**src/rtl/vga_timing_gen.sv**
```systemverilog
// Raster timing generator (800x600@72 default): x/y position, syncs, blank and SOF/EOF markers.
// All outputs registered and aligned to x/y, one clk after the advancing pix_ce edge; free-running, no backpressure.
module vga_timing_gen #(
  parameter int HACTIVE = 800,
  parameter int HFP     = 56,
  parameter int HSYNC   = 120,
  parameter int HBP     = 64,
  parameter int VACTIVE = 600,
  parameter int VFP     = 37,
  parameter int VSYNC   = 6,
  parameter int VBP     = 23,
  parameter bit HS_POL  = 1'b1,
  parameter bit VS_POL  = 1'b1
) (
  input  logic        clk,
  input  logic        reset_n,
  input  logic        pix_ce,
  output logic [10:0] x,
  output logic [10:0] y,
  output logic        hsync,
  output logic        vsync,
  output logic        blank,
  output logic        SOF,
  output logic        EOF,
  output logic [7:0]  frame_cnt
);

  localparam int HTOTAL = HACTIVE + HFP + HSYNC + HBP;
  localparam int VTOTAL = VACTIVE + VFP + VSYNC + VBP;

  localparam logic [10:0] X_LAST = 11'(HTOTAL - 1);
  localparam logic [10:0] Y_LAST = 11'(VTOTAL - 1);
  localparam logic [10:0] X_ACT  = 11'(HACTIVE);
  localparam logic [10:0] Y_ACT  = 11'(VACTIVE);
  localparam logic [10:0] Y_EOF  = 11'(VACTIVE - 1);
  localparam logic [10:0] HS_ON  = 11'(HACTIVE + HFP);
  localparam logic [10:0] HS_OFF = 11'(HACTIVE + HFP + HSYNC);
  localparam logic [10:0] VS_ON  = 11'(VACTIVE + VFP);
  localparam logic [10:0] VS_OFF = 11'(VACTIVE + VFP + VSYNC);

  logic [10:0] x_nxt;
  logic [10:0] y_nxt;
  logic        sof_nxt;
  logic        eof_nxt;
  logic        hs_nxt;
  logic        vs_nxt;
  logic        blank_nxt;

  // Decode from the next position so every flag lands in the same cycle as x/y.
  always_comb begin
    x_nxt = x + 11'd1;
    y_nxt = y;
    if (x == X_LAST) begin
      x_nxt = 11'd0;
      y_nxt = (y == Y_LAST) ? 11'd0 : y + 11'd1;
    end
    sof_nxt   = (x_nxt == 11'd0) && (y_nxt == 11'd0);
    eof_nxt   = (x_nxt == X_ACT) && (y_nxt == Y_EOF);
    blank_nxt = (x_nxt >= X_ACT) || (y_nxt >= Y_ACT);
    hs_nxt    = ((x_nxt >= HS_ON) && (x_nxt < HS_OFF)) ? HS_POL : ~HS_POL;
    vs_nxt    = ((y_nxt >= VS_ON) && (y_nxt < VS_OFF)) ? VS_POL : ~VS_POL;
  end

  always_ff @(posedge clk or negedge reset_n) begin
    if (!reset_n) begin
      x         <= X_LAST;
      y         <= Y_LAST;
      hsync     <= ~HS_POL;
      vsync     <= ~VS_POL;
      blank     <= 1'b1;
      SOF       <= 1'b0;
      EOF       <= 1'b0;
      frame_cnt <= 8'd0;
    end else if (pix_ce) begin
      x     <= x_nxt;
      y     <= y_nxt;
      hsync <= hs_nxt;
      vsync <= vs_nxt;
      blank <= blank_nxt;
      SOF   <= sof_nxt;
      EOF   <= eof_nxt;
      if (sof_nxt) frame_cnt <= frame_cnt + 8'd1;
    end else begin
      // Markers are single-cycle: a stalled tick must not stretch them.
      SOF <= 1'b0;
      EOF <= 1'b0;
    end
  end

endmodule

```
**config.mk**
```make
export PLATFORM = sky130hd
export DESIGN_NAME = vga_timing_gen
export DESIGN_NICKNAME = d
export VERILOG_FILES = /design/src/rtl/vga_timing_gen.sv
export SDC_FILE = /design/constraint.sdc
export NUM_CORES = 1
export LEC_CHECK = 0
export ABC_AREA = 1
export BUFFER_PORTS_ARGS = -buffer_cell sky130_fd_sc_hd__clkbuf_2
export CAP_MARGIN = 15
export CORE_MARGIN = 5
export CORE_UTILIZATION = 45
export CTS_CLUSTER_SIZE = 24
export DETAILED_ROUTE_END_ITERATION = 16
export PLACE_DENSITY_LB_ADDON = 0.05
export SLEW_MARGIN = 25
export SYNTH_ARGS = -nofsm -noshare
export SYNTH_HDL_FRONTEND = slang
export SYNTH_SLANG_ARGS = --single-unit
```
**constraint.sdc**
```tcl
create_clock -name clk -period 2.98 [get_ports clk]
set_input_delay 0.298 -clock clk [delete_from_list [all_inputs] [get_ports clk]]
set_output_delay 0.298 -clock clk [all_outputs]
set_load 0.02 [all_outputs]
```
# Word-level counts from Yosys, hierarchy flattened
# Index checks and enable logic that the tools add are counted.
[word_totals] reg_bits=35 in_bits=3 out_inout_bits=35 word_cells=36
[classes] addsub=3 n_lt_le_gt_ge=6 n_eq_ne=4 mux=7 n_reduce_logical=8
[ops] operator="$ge A11 B10 Y1 const B" count=4
[ops] operator="$eq A11 B10 Y1 const B" count=3
[ops] operator="$mux W11" count=3
[ops] operator="$add A11 B1 Y11 const B" count=2
[ops] operator="$logic_not A11 Y1" count=2
[ops] operator="$lt A11 B10 Y1 const B" count=2
[ops] operator="$eq A11 B11 Y1 const B" count=1
[ops] operator="$add A8 B1 Y8 const B" count=1
[ops] operator="$logic_and A1 B1 Y1" count=4
[ops] operator="$mux W1" count=4
[ops] operator="$reduce_and A2 Y1" count=1
[ops] operator="$logic_or A1 B1 Y1" count=1

# Longest topological paths before layout
[depth] ltp_word=6 depth_mapped=17 ltp_nobuf=17

# Worst setup path after synthesis
# OpenSTA, ideal clock, no wires.
[synth_path] path_type="reg2reg" from="register x[0]" to="register frame_cnt[4]" setup_ns=0.118 arrival_time_ns=2.020 t_required_ns=2.862 slack_ns=0.842 path_stages_with_launch=12 period_less_slack_ns=2.138 path_cell_list="dfstp_2 > ha_1 > nand3_2 > nor2_2 > nand2_2 > buf_6 > a21oi_4 > nand4_2 > nor2_4 > nand4_2 > nand2_1 > nand2_1"
[synth_between] elab_chain_cells=5 word_cells_on_any_way=8 cone_classes="add/sub: 1; eq/ne: 1; mux: 2; reduce/logical: 4"
[synth_rtl] element="from (decl)" line_no="18" rtl="output logic [10:0] x,"
[synth_rtl] element="from (signal assigned)" line_no="75" rtl="x <= x_nxt;"
[synth_rtl] element="$add A11 B1 Y11 / $eq A11 B11 Y1 (equally long branches)" line_no="51, 53"
[synth_rtl] element="$mux W11" line_no="53" rtl="if (x == X_LAST) begin"
[synth_rtl] element="$logic_not A11 Y1" line_no="57" rtl="sof_nxt = (x_nxt == 11'd0) && (y_nxt == 11'd0);"
[synth_rtl] element="$logic_and A1 B1 Y1 *" line_no="57"
[synth_rtl] element="$reduce_and A2 Y1 (no line) *"
[synth_rtl] element="to (signal assigned)" line_no="82" rtl="if (sof_nxt) frame_cnt <= frame_cnt + 8'd1;"
[synth_rtl] element="to (decl)" line_no="25" rtl="output logic [7:0] frame_cnt"
# Mark *: on every way between the ends. The rest lies on a longest branch, timed or not.
# A chain may end at the register's enable or synchronous reset.

# Worst setup path after layout
# Ends and elaborated chain as after synthesis.

==> run summary <==
status - complete, no violations
# rows - 28
Iter 0 DRT Violations - 221
Unique masters post-synth - 29
# port buffers - 37
number of global-route vias before repair - 2617
Die W - 89.0 um
clock power share - 22.4%
clk buf depth - 2
cell count after synthesis - 426
worst r2r dst - frame_cnt[4]$_DFFE_PN0P_
total congestion overflow - 0
worst reg2reg path depth - 14
H-tree Lvls - 2
worst reg2reg startpoint - x[0]$_DFFE_PN1P_
Post CTS Setup Buffer Count - 0
Setup Skew - 0.00899 ns
first-pass GRT wire length - 13100 um
total power per unit cell area - 549 nW/um2
CP arrival - 2.75 ns
Seq cells post-synth - 35
post-synthesis sequential area ratio - 31.7%
drt total wl - 7460 um
final setup fails - 0
crit path time final - 2.57 ns
Via Count - 2776
Main synth FF type - dfrtp_1
syn_area_per_cell - 6.58 um2
fmax - 0.389 GHz
antenna-violating nets left - 0
critical path data required time - 3.16 ns
most frequent cell after synthesis - nand2_1
pre-CTS worst setup slack - 0.446 ns
Layout area overhead - 13.5%
sw frac - 43.4%
DIE AREA - 7910 um2
LEAKAGE - 1.59 nW
Fin. Hold Viols - 0
CTS tree - yes
Ant. Diodes - 0
sequential power share - 39.5%
clock slew at reported path FFs - 0.07 ns
post-synth top area cell - dfrtp_1
Clk Latency, worst-skew pair - 0.29 ns
CP Launch Type - flip-flop
slew of the pin with the lowest slew margin - 0.484 ns
pin count of the biggest net entering global routing - 36
Setup TNS - 0 ns
Worst Setup EP - frame_cnt[4]$_DFFE_PN0P_
hpwl dp - 5600 um
mapped cell area - 2810 um2
Layout Cells excl Fill - 541
Post-synth EDFFs - 0
Initial Util - 46.8%
fraction of registers with async set/reset - 100%
initial antenna violation count - 0
DRC Markers - 0
Comb pwr share - 38.1%
Max Slew Vio Count - 0
P_int - 0.989 mW
CTS Sinks - 35
share of layout cells above drive strength 1 - 23.6%
Syn. warnings - 0
Hold Slack - 0.398 ns
RSZ-0062 raised after global routing - no
top cell type's share of synthesized area - 21.4%
DR pass1 iterations - 6
Die Ht - 89.0 um
CTS root buffer - clkbuf_8
Switch Pwr - 0.758 mW
Peak VDD IR - 0.375 mV
CORE AREA - 5990 um2
max-cap violation count - 0
Avg Vias per Cell - 5.13
placed cells - 531
relative slew slack - 67.5%
crit path kind - reg -> reg
worst min path class - in -> reg
fin nets - 473
Syn Nets - 434
CP startpoint - x[0]$_DFFE_PN1P_
reg-to-reg slack, setup - 0.41 ns
RePlAce Congestion - 0.922
final worst path period share - 86.3%
fin worst setup slack - 0.409 ns
cts bufs inserted - 5
CP endpoint kind - flip-flop
Synth top cells by count - nand2_1, inv_1, nor2_1, nand3_1, dfrtp_1
synth top area cells - dfrtp_1, nand2_1, dfstp_2
GRT Util Overall - 21.0%
DR WL/cell - 13.8 um
critical path fanouts, max - 21
# IOs - 38
==> per-stage QoR <==
| stage | total power, mW | utilization [%] | cell area (um2) |
|---|---|---|---|
| detailed placement | 1.36 | 50.9 | 3050 |
| global placement | 1.36 | 50.9 | 3050 |
| floorplan | 1.16 | - | 2810 |
| CTS | 1.76 | 52.5 | 3150 |
| global route | 1.90 | 53.2 | 3180 |
| finish | 1.75 | 53.2 | 3180 |
==> power groups by stage <==
stage               Combinational, mW  Clock (mW)  Sequential, mW
detailed placement              0.659           0           0.698
finish                          0.666       0.391           0.689
global route                    0.757       0.428           0.711
floorplan                       0.412           0           0.750
CTS                             0.664       0.407           0.689
global placement                0.662           0           0.697
==> layer usage <==
layer | wire, um | track usage, % | vias to the layer above
li1 | - | - | 1437
met1 | 3670 | 30.8 | 1255
met2 | 3250 | 32.3 | 74
met3 | 396 | 3.04 | 10
met4 | 140 | 5.82 | 0
met5 | 0 | 0 | -
==> repair_timing <==
| action | CTS | global route |
|---|---|---|
| hold buffers | 0 | 1 |
| gates resized for setup | 0 | 0 |
| endpoints found under the hold margin | 0 | 11 |
==> flip-flops by register name, indices dropped and copies added (netlist names) <==
| name | count |
|---|---|
| hsync | 1 |
| blank | 1 |
| frame_cnt | 8 |
| vsync | 1 |
| y | 11 |
| EOF | 1 |
| x | 11 |
| SOF | 1 |
==> final cells by class <==
type                            count  area, um2
Inverter                           52        195
Clock buffer                        8        100
Timing Repair Buffer               41        238
Sequential cell                    35        890
Multi-Input combinational cell    330       1670
Fill cell                         602       2810
Tap cell                           75       93.8
==> layout by cell type (no fill, tap or decap) <==
cell type and n:
nand4_2 3, nor4_2 1, nand2_2 18, a21oi_1 9, clkinv_1 3, inv_1 43, nor2_2 11, clkbuf_8 7
buf_16 1, a21boi_0 1, nand3_1 35, clkbuf_1 1, nand2_1 138, dfrtp_1 24, inv_2 6, dlygate4sd3_1 1
dfstp_2 11, o21ai_1 1, nand3_2 4, o21bai_1 2, o21ai_0 22, a21oi_4 1, clkbuf_2 37, nor2_1 41
nor2_4 6, buf_4 2, ha_1 5, xnor2_1 4, xor2_1 3, nor3_1 6, nand2_4 2, nand4_1 17
==> cell families after synthesis <==
| kind of cell | share of synthesized area, % |
|---|---|
| AOI/OAI and AO/OA | 7.09 |
| xor gates and xnor gates | 2.19 |
| adders and majority gates | 2.23 |
| buffers and inverters | 8.83 |
| DFF | 31.7 |
| and+or+nand+nor | 47.9 |
==> how the worst min path moves through the flow <==
| stage | start | endpoint | cells after the start |
|---|---|---|---|
| after CTS | reset_n | frame_cnt[2]$_DFFE_PN0P_ | 1 |
| after global routing | pix_ce | x[8]$_DFFE_PN0P_ | 4 |
| after global placement | reset_n | x[4]$_DFFE_PN0P_ | 1 |
| final | pix_ce | x[8]$_DFFE_PN0P_ | 4 |
| after floorplan | reset_n | EOF$_DFF_PN0_ | 0 |
| after detailed placement | reset_n | x[5]$_DFFE_PN0P_ | 1 |
==> critical path, stage by stage, from the launching register on <==
cell and delay [ns]:
dfstp_2 0.58, ha_1 0.25, nand3_2 0.13, nor2_2 0.14, nand2_2 0.29, nand2_1 0.18
inv_1 0.05, nor2_1 0.21, nand2_2 0.10, clkinv_1 0.05, nand2_1 0.04, nor2_1 0.11
nand4_2 0.17, nand2_1 0.11, nand2_1 0.05
(Power assumes the default switching activity.)
